--- config.mk ---
export PLATFORM = sky130hd
export DESIGN_NAME = mux_scan_sequencer
export DESIGN_NICKNAME = d
export VERILOG_FILES = /design/src/rtl/mux_scan_sequencer.sv
export SDC_FILE = /design/constraint.sdc
export NUM_CORES = 1
export LEC_CHECK = 0
export ABC_AREA = 1
export CAP_MARGIN = 20
export CORE_MARGIN = 10
export CORE_UTILIZATION = 44
export DETAILED_ROUTE_END_ITERATION = 12
export GPL_ROUTABILITY_DRIVEN = 1
export MAX_ROUTING_LAYER = met4
export PLACE_DENSITY = 0.67
export SYNTH_ARGS = -nofsm -noshare
export SYNTH_HDL_FRONTEND = slang
export SYNTH_SLANG_ARGS = --single-unit
export TNS_END_PERCENT = 5
--- constraint.sdc ---
create_clock -name clk -period 1.4 [get_ports clk]
set_clock_uncertainty 0.2 [all_clocks]
set_input_delay 0.35 -clock clk [delete_from_list [all_inputs] [get_ports clk]]
set_output_delay 0.35 -clock clk [all_outputs]
set_load 0.02 [all_outputs]
--- src/rtl/mux_scan_sequencer.sv ---
// Scans a 4:1 mux through channels 0..3, samples its output after a settle window
// per channel, and hands the 4-bit snapshot downstream over valid/ready.
module mux_scan_sequencer #(
    parameter int SETTLE     = 2,
    parameter bit CONTINUOUS = 1'b0
) (
    input  logic       clk,
    input  logic       rst_n,
    input  logic       start,
    input  logic       y,
    output logic       s1,
    output logic       s0,
    output logic [3:0] snapshot,
    output logic       valid,
    input  logic       ready,
    output logic       busy,
    output logic [7:0] frame_cnt
);

    typedef enum logic [1:0] {
        IDLE = 2'd0,
        SCAN = 2'd1,
        DONE = 2'd2
    } state_t;

    localparam logic [3:0] LAST_CNT = 4'(SETTLE - 1);

    state_t     state_q, state_d;
    logic [1:0] sel_q, sel_d;
    logic [3:0] cnt_q, cnt_d;
    logic [3:0] snap_q, snap_d;
    logic       valid_q, valid_d;
    logic       busy_q, busy_d;
    logic [7:0] frame_q, frame_d;

    // Handshake: a snapshot transfers on any rising edge where valid && ready;
    // valid never drops and snapshot never changes until that edge.
    always_comb begin
        state_d = state_q;
        sel_d   = sel_q;
        cnt_d   = cnt_q;
        snap_d  = snap_q;
        valid_d = valid_q;
        frame_d = frame_q;
        case (state_q)
            IDLE: begin
                sel_d = 2'd0;
                if (start) begin
                    cnt_d   = 4'd0;
                    state_d = SCAN;
                end
            end
            SCAN: begin
                cnt_d = cnt_q + 4'd1;
                if (cnt_q == LAST_CNT) begin
                    snap_d[sel_q] = y;
                    cnt_d         = 4'd0;
                    if (sel_q == 2'd3) begin
                        state_d = DONE;
                        valid_d = 1'b1;
                    end else begin
                        sel_d = sel_q + 2'd1;
                    end
                end
            end
            DONE: begin
                if (valid_q && ready) begin
                    frame_d = frame_q + 8'd1;
                    valid_d = 1'b0;
                    sel_d   = 2'd0;
                    if (CONTINUOUS) begin
                        cnt_d   = 4'd0;
                        state_d = SCAN;
                    end else begin
                        state_d = IDLE;
                    end
                end
            end
            default: state_d = IDLE;
        endcase
        busy_d = (state_d != IDLE);
    end

    always_ff @(posedge clk or negedge rst_n) begin
        if (!rst_n) begin
            state_q <= IDLE;
            sel_q   <= 2'd0;
            cnt_q   <= 4'd0;
            snap_q  <= 4'd0;
            valid_q <= 1'b0;
            busy_q  <= 1'b0;
            frame_q <= 8'd0;
        end else begin
            state_q <= state_d;
            sel_q   <= sel_d;
            cnt_q   <= cnt_d;
            snap_q  <= snap_d;
            valid_q <= valid_d;
            busy_q  <= busy_d;
            frame_q <= frame_d;
        end
    end

    assign s1        = sel_q[1];
    assign s0        = sel_q[0];
    assign snapshot  = snap_q;
    assign valid     = valid_q;
    assign busy      = busy_q;
    assign frame_cnt = frame_q;

endmodule
Word level (Yosys, flattened, before mapping)
Index checks and enable logic that the tools add are counted.
{"block": "classes", "mux": 19, "n_shift": 0, "magnitude_cmp": 2, "multipliers": 0, "eq_ne": 9, "n_addsub": 3, "div_mod_pow": 0, "n_reduce_logical": 12, "bitwise": 0}
{"op": "two-way mux 2 bit", "n": 7}
{"op": "one-hot mux 2 bit (3 select lines)", "n": 2}
{"op": "inequality test 2 bit, second input constant", "n": 5}
{"op": "adder 8 x 1 -> 8 bit, second input constant", "n": 1}
{"op": "two-way mux 4 bit", "n": 2}
{"op": "one-hot mux 4 bit (2 select lines)", "n": 1}
{"op": "AND reduction 4 bit", "n": 2}
{"op": "AND reduction 2 bit", "n": 3}
{"op": "nonzero test 2 bit", "n": 3}
{"op": "adder 4 x 1 -> 4 bit, second input constant", "n": 1}
{"op": "bitwise mux 4 bit", "n": 1}
{"op": "== test 2 bit, second input constant", "n": 2}
{"op": "== test 4 x 1 -> 1 bit, second input constant", "n": 1}
{"op": "two-way mux 1 bit", "n": 4}
{"op": "less-than comparator 2 x 3 -> 1 bit, second input constant", "n": 1}
{"op": "nonzero test 3 bit", "n": 1}
{"op": "adder 2 x 1 -> 2 bit, second input constant", "n": 1}
{"op": "demux 1 bit (select 2 bit)", "n": 1}
{"op": "== test 2 x 1 -> 1 bit, second input constant", "n": 1}
{"op": ">= comparator 2 x 1 -> 1 bit, second input constant", "n": 1}
{"op": "logical AND 1 bit", "n": 2}
{"op": "logical NOT 2 bit", "n": 1}
{"op": "one-hot mux 1 bit (2 select lines)", "n": 1}
{"block": "word_totals", "word_cells": 52, "inputBits": 5, "romBits": 0, "n_memories": 0, "output_inout_bits": 16, "regBits": 22, "latch_bits": 0, "mem_bits_rw": 0}

Longest topological paths before layout
{"block": "depth", "ltp_word": 5, "mapped_depth": 7}

Worst setup path before layout
No wires, ideal clock.
{"block": "synth_timing", "path_type": "register -> register", "startpoint": "reg sel_q[1]", "endpoint": "reg sel_q[0]", "setup_ns": 0.118, "arrival_ns": 1.171, "n_path_buf": 0, "path_stages_with_launch": 6, "path_slack_ns": -0.088, "synth_period_minus_slack_ns": 1.488, "cell_sequence": "dfrtp_1 -> ha_1 -> o21ai_1 -> nand3_2 -> nand2_1 -> nand2_1"}
{"block": "synth_between", "elab_chain_cells": 3}
{"element": "start, declared", "line_no": "29", "rtl": "logic [1:0] sel_q, sel_d;"}
{"element": "start signal, assigned", "line_no": "95", "rtl": "sel_q <= sel_d;"}
{"element": "== test 2 bit", "line_no": "58", "rtl": "if (sel_q == 2'd3) begin"}
{"element": "inequality test 2 bit (no line)"}
{"element": "AND reduction 4 bit (no line)"}
Every way passes these cells.
A chain may end at the register's enable or synchronous reset.

Final worst setup path
{"block": "layout_timing", "startpoint": "reg frame_q[0] (netlist: frame_cnt[0])", "endpoint": "out frame_cnt[0]"}
{"element": "start, declared", "line_no": "34", "rtl": "logic [7:0] frame_q, frame_d;"}
{"element": "start signal, assigned", "line_no": "100", "rtl": "frame_q <= frame_d;"}
{"element": "end, declared", "line_no": "17", "rtl": "output logic [7:0] frame_cnt"}
No word-level cell between the ends.

==> results <==
- Counting flops and latches in the post-synthesis netlist gives 22.
- For this run, the total global-route usage over all layers was measured as 0.09790.
- The fraction of registers with async set or reset after synthesis is 1.000.
- In this run the worst path has a maximum fanout of 2.
- After synthesis the cells add up to 1192 sq um.
- Of the total synthesized cell area, the portion taken by full adders, half adders and majority gates is 0.07345.
- The number of antenna violations at the first check in global routing is 0.
- In the routed layout, each cell is associated on average with a via count of 4.730.
- For the finished layout, the period the worst path requires is 1.434 ns.
- For this block, the initial DRC count from the detailed router was 56.
- The count of vias placed by the detailed router is 946.
- The peak supply drop is 1.228 mV.
- The launching point of the worst reg2reg path is state_q[1].
- The analysis attributes to cell leakage a power of ~0.87 nW.
- The share of the Yosys chip area taken by registers is 0.4617.
- In this run the number of cells on the critical path is 1.
- The number of primary I/O pins is 21.
- The CTS H-tree depth is 1.
- The flow ran to the end, but the final reports show violations.
- After layout, the worst setup slack is -0.03355 ns.
- The maximum number of pins on one net before global-route repair is 23.
- The most used flip-flop cell after synthesis is dfrtp_1.
- The startpoint class of the critical path is a register.
- Of the cells placed in the final design, the portion with a size suffix greater than 1 is 0.3941.
- The kind of path behind the tightest hold check is input pin to asynchronous set/reset pin.
- The critical path is of the register to output pin type.
- The count of buffer and inverter cells on the critical path is 1.
- The count of cells along the worst register-to-register path is 5.
- The final setup violation count is 18.
- After synthesis, the largest family of logic cells by area is simple AND/OR/NAND/NOR gates.
- The capturing point of the worst reg2reg path is busy.
- The number of antenna diodes in the final layout is 0.
- The maximum clock insertion buffer count is 2.
- TritonCTS built the clock tree.
- The share of total power dissipated in the clock network is 0.138.
- The most critical setup path has its startpoint at frame_cnt[0].
- The number of warnings issued by yosys is 0.
- For the worst setup path, the data required time is ~0.85 ns.
- In this run the power density over the cells is 1513 nW/um^2.
- The estimated wirelength of the detail-placed design is 1790 microns.
- The final design utilization is 0.6528.
- The area enclosed by the die boundary is 5192 sq um.
- The number of global-route vias before repair was between 900 and 1000.
- The placement row count is 18.
- The number of nets produced by synthesis is between 100 and 150.
- Data on the critical path arrives at its endpoint at 0.88 ns.
- The count of pins over their slew limit is 0.
- Dividing the final minimum period by the clock period gives 1.024.
- The layout net count is 183.
- The critical path ends at frame_cnt[0].
- After clock tree synthesis, the clock-pin slew on the worst setup and hold paths is 0.12 ns.
- The remaining routing DRC violations is 0.
- Of the total power, combinational logic draws 0.492.
- The worst slew slack as a fraction of its limit is 0.8196.
- The internal portion of total power is ~1.5 mW.
- Overall power consumption after layout is estimated at 2.492 mW.
- The post-synthesis cell type count is 25.
- The congestion estimate from routability-driven global placement came to about 0.77.
- Setup repair after global routing could not meet its margin everywhere.
- The compound-gate portion of the synthesized area is 0.05142.
- The highest clock frequency the design can meet is 697.6 MHz.
- For this design, the slowest cell found on the critical path is dfrtp_2.
- The switching power is between 0.9 and 1 mW.
- The count of maximum capacitance violations is 0.
- The share of total power dissipated in sequential elements is 0.370.
- Traced cell by cell, the critical path runs through buf_2.
- The count of hold buffers inserted by post-cts repair is 0.
- The final routed wire length divided by cell count is 12.07 microns.
- The number of clock sinks is 22.
- The library cell used as clock root buffer is clkbuf_4.
- The final reports fail on negative setup slack.
- The synthesized instance count is 128.
- STA classifies the critical path endpoint as an output pin.
- Counting flops with a built-in enable in the synthesized netlist gives 0.
- The worst reg-to-reg setup slack is -0.02 ns.
- The area growth from synthesis to final layout is 38.09%.
- The aggregate routed wire length is 2413 microns.
- The number of search-and-repair iterations in the first detailed-routing pass is 4.
- The clock latency of the later-clocked register in the worst-skew pair is 0.30 ns.
- The hold violation count in the final report is 0.
- The area inside the core boundary is 2522 sq um.
- The family with the most delay on the worst path is flip-flops.
- The total CTS buffers is 3.
- The setup TNS is -0.2036 ns.
- The share of the synthesized netlist area taken by xor and xnor gates is 0.03673.
- The mean area per synthesized cell is 9.316 sq um.
- The floorplan step set the die width to 72.06 microns.
- The die outline height is a little over 70 microns.
- The count of input and output buffers is 20.
- The worst-margin pin slew is 0.2706 ns.
- The switching share of power is 0.3913.
- The multiplexer area fraction after synthesis is 0.
- The synthesized-area fraction occupied by and/or/nand/nor cells is 0.3127.
- The initial utilization of the core area, before any placement, comes to 0.4727.
- The global-route wire length before repair is approximately 4200 microns.
- In this run the remaining antenna-violating nets after routing total 0.
- The most common cell after layout, fill and taps aside is nand2_1.
- The library cells used most frequently in the layout, excluding fill and tap cells, are 37 x nand2_1, 19 x dfrtp_1, 14 x buf_4.
- The largest stage delay on the critical path is 0.43 ns.
- The residual overflow from global routing is 0.
registers in the layout (all words and copies together), names as in the netlist:
register   count
frame_cnt      8
busy           1
valid          1
cnt_q          4
sel_q          2
snapshot       4
state_q        2
worst register-to-register path, stage by stage, from the launching register on:
cell and delay (ns):
dfrtp_1 0.51, inv_2 0.09, nand2_4 0.14, nand2_1 0.13
nand2_1 0.11, nand4_1 0.11
synth_stat cells (3+ instances only):
master   number  share of area
nand2_1      37           0.12
dfrtp_1      22           0.46
inv_1        15          0.047
ha_1          7          0.073
o21ai_1       6          0.025
nand3_1       5          0.021
nand4_1       5          0.026
nand2_4       4          0.038
inv_2         3         0.0094
nor2_1        3         0.0094
xor2_1        3          0.022
what timing repair did:
item | CTS | global route
buffers inserted | 0 | 1
resized for setup | 71 | 19
pin swaps | 4 | 8
endpoints found under the setup margin | 28 | 32
final cells by class:
class / instances / area, sq um
clock buffers: 4 / 36.28
fillers: 210 / 875.8
inverters: 19 / 76.32
multi-input cells: 87 / 631.9
flip-flops and latches: 22 / 554.3
well taps: 30 / 37.54
repair buffers: 38 / 310.3
metal layers:
| layer | track usage | up-vias | wire (microns) |
|---|---|---|---|
| li1 | - | 492 | - |
| met1 | 0.1149 | 434 | 1070 |
| met2 | 0.1598 | 16 | 1218 |
| met3 | 0.02041 | 4 | 92 |
| met4 | 0.03871 | 0 | 31 |
| met5 | - | - | 0 |
logic make-up (layout without fill, tap and decap cells):
family	after synthesis	count (layout)
buf+inv	19	61
simple gates	64	64
fa+ha+maj	7	7
compound gates	11	11
flops	22	22
xor+xnor	5	5
per-stage QoR:
| step | cell area, sq um | setup slack [ns] | instances | hold WS (ns) |
|---|---|---|---|---|
| final | 1647 | -0.03355 | 200 | 0.1875 |
| after global routing | 1647 | -0.09725 | 200 | 0.1899 |
| after CTS | 1565 | -0.05629 | 199 | 0.1865 |
| after detailed placement | 1577 | -0.3088 | 195 | 0.2860 |
| after global placement | 1577 | -0.2669 | 195 | 0.2746 |
| after floorplan | 1199 | -0.02069 | 128 | -0.1456 |
how the worst min path moves through the flow:
| stage | from | endpoint | depth (start not counted) |
|---|---|---|---|
| 5_1_grt | rst_n | frame_cnt[6] | 2 |
| 3_5_place_dp | snapshot[3] | snapshot[3] | 2 |
| 4_1_cts | rst_n | frame_cnt[3] | 2 |
| 3_3_place_gp | snapshot[2] | snapshot[2] | 2 |
| 6_report | rst_n | frame_cnt[6] | 2 |
| 2_1_floorplan | rst_n | busy | 0 |
power groups by stage:
stage                     clock, mW  sequential, mW  combinational, mW
after floorplan                   0            1.05              0.535
after global placement            0           0.904               1.08
after detailed placement          0           0.910               1.11
after CTS                     0.360           0.900               1.08
after global routing          0.385           0.942               1.36
final                         0.345           0.921               1.23
Note: power is estimated with default switching activity, not from simulation.
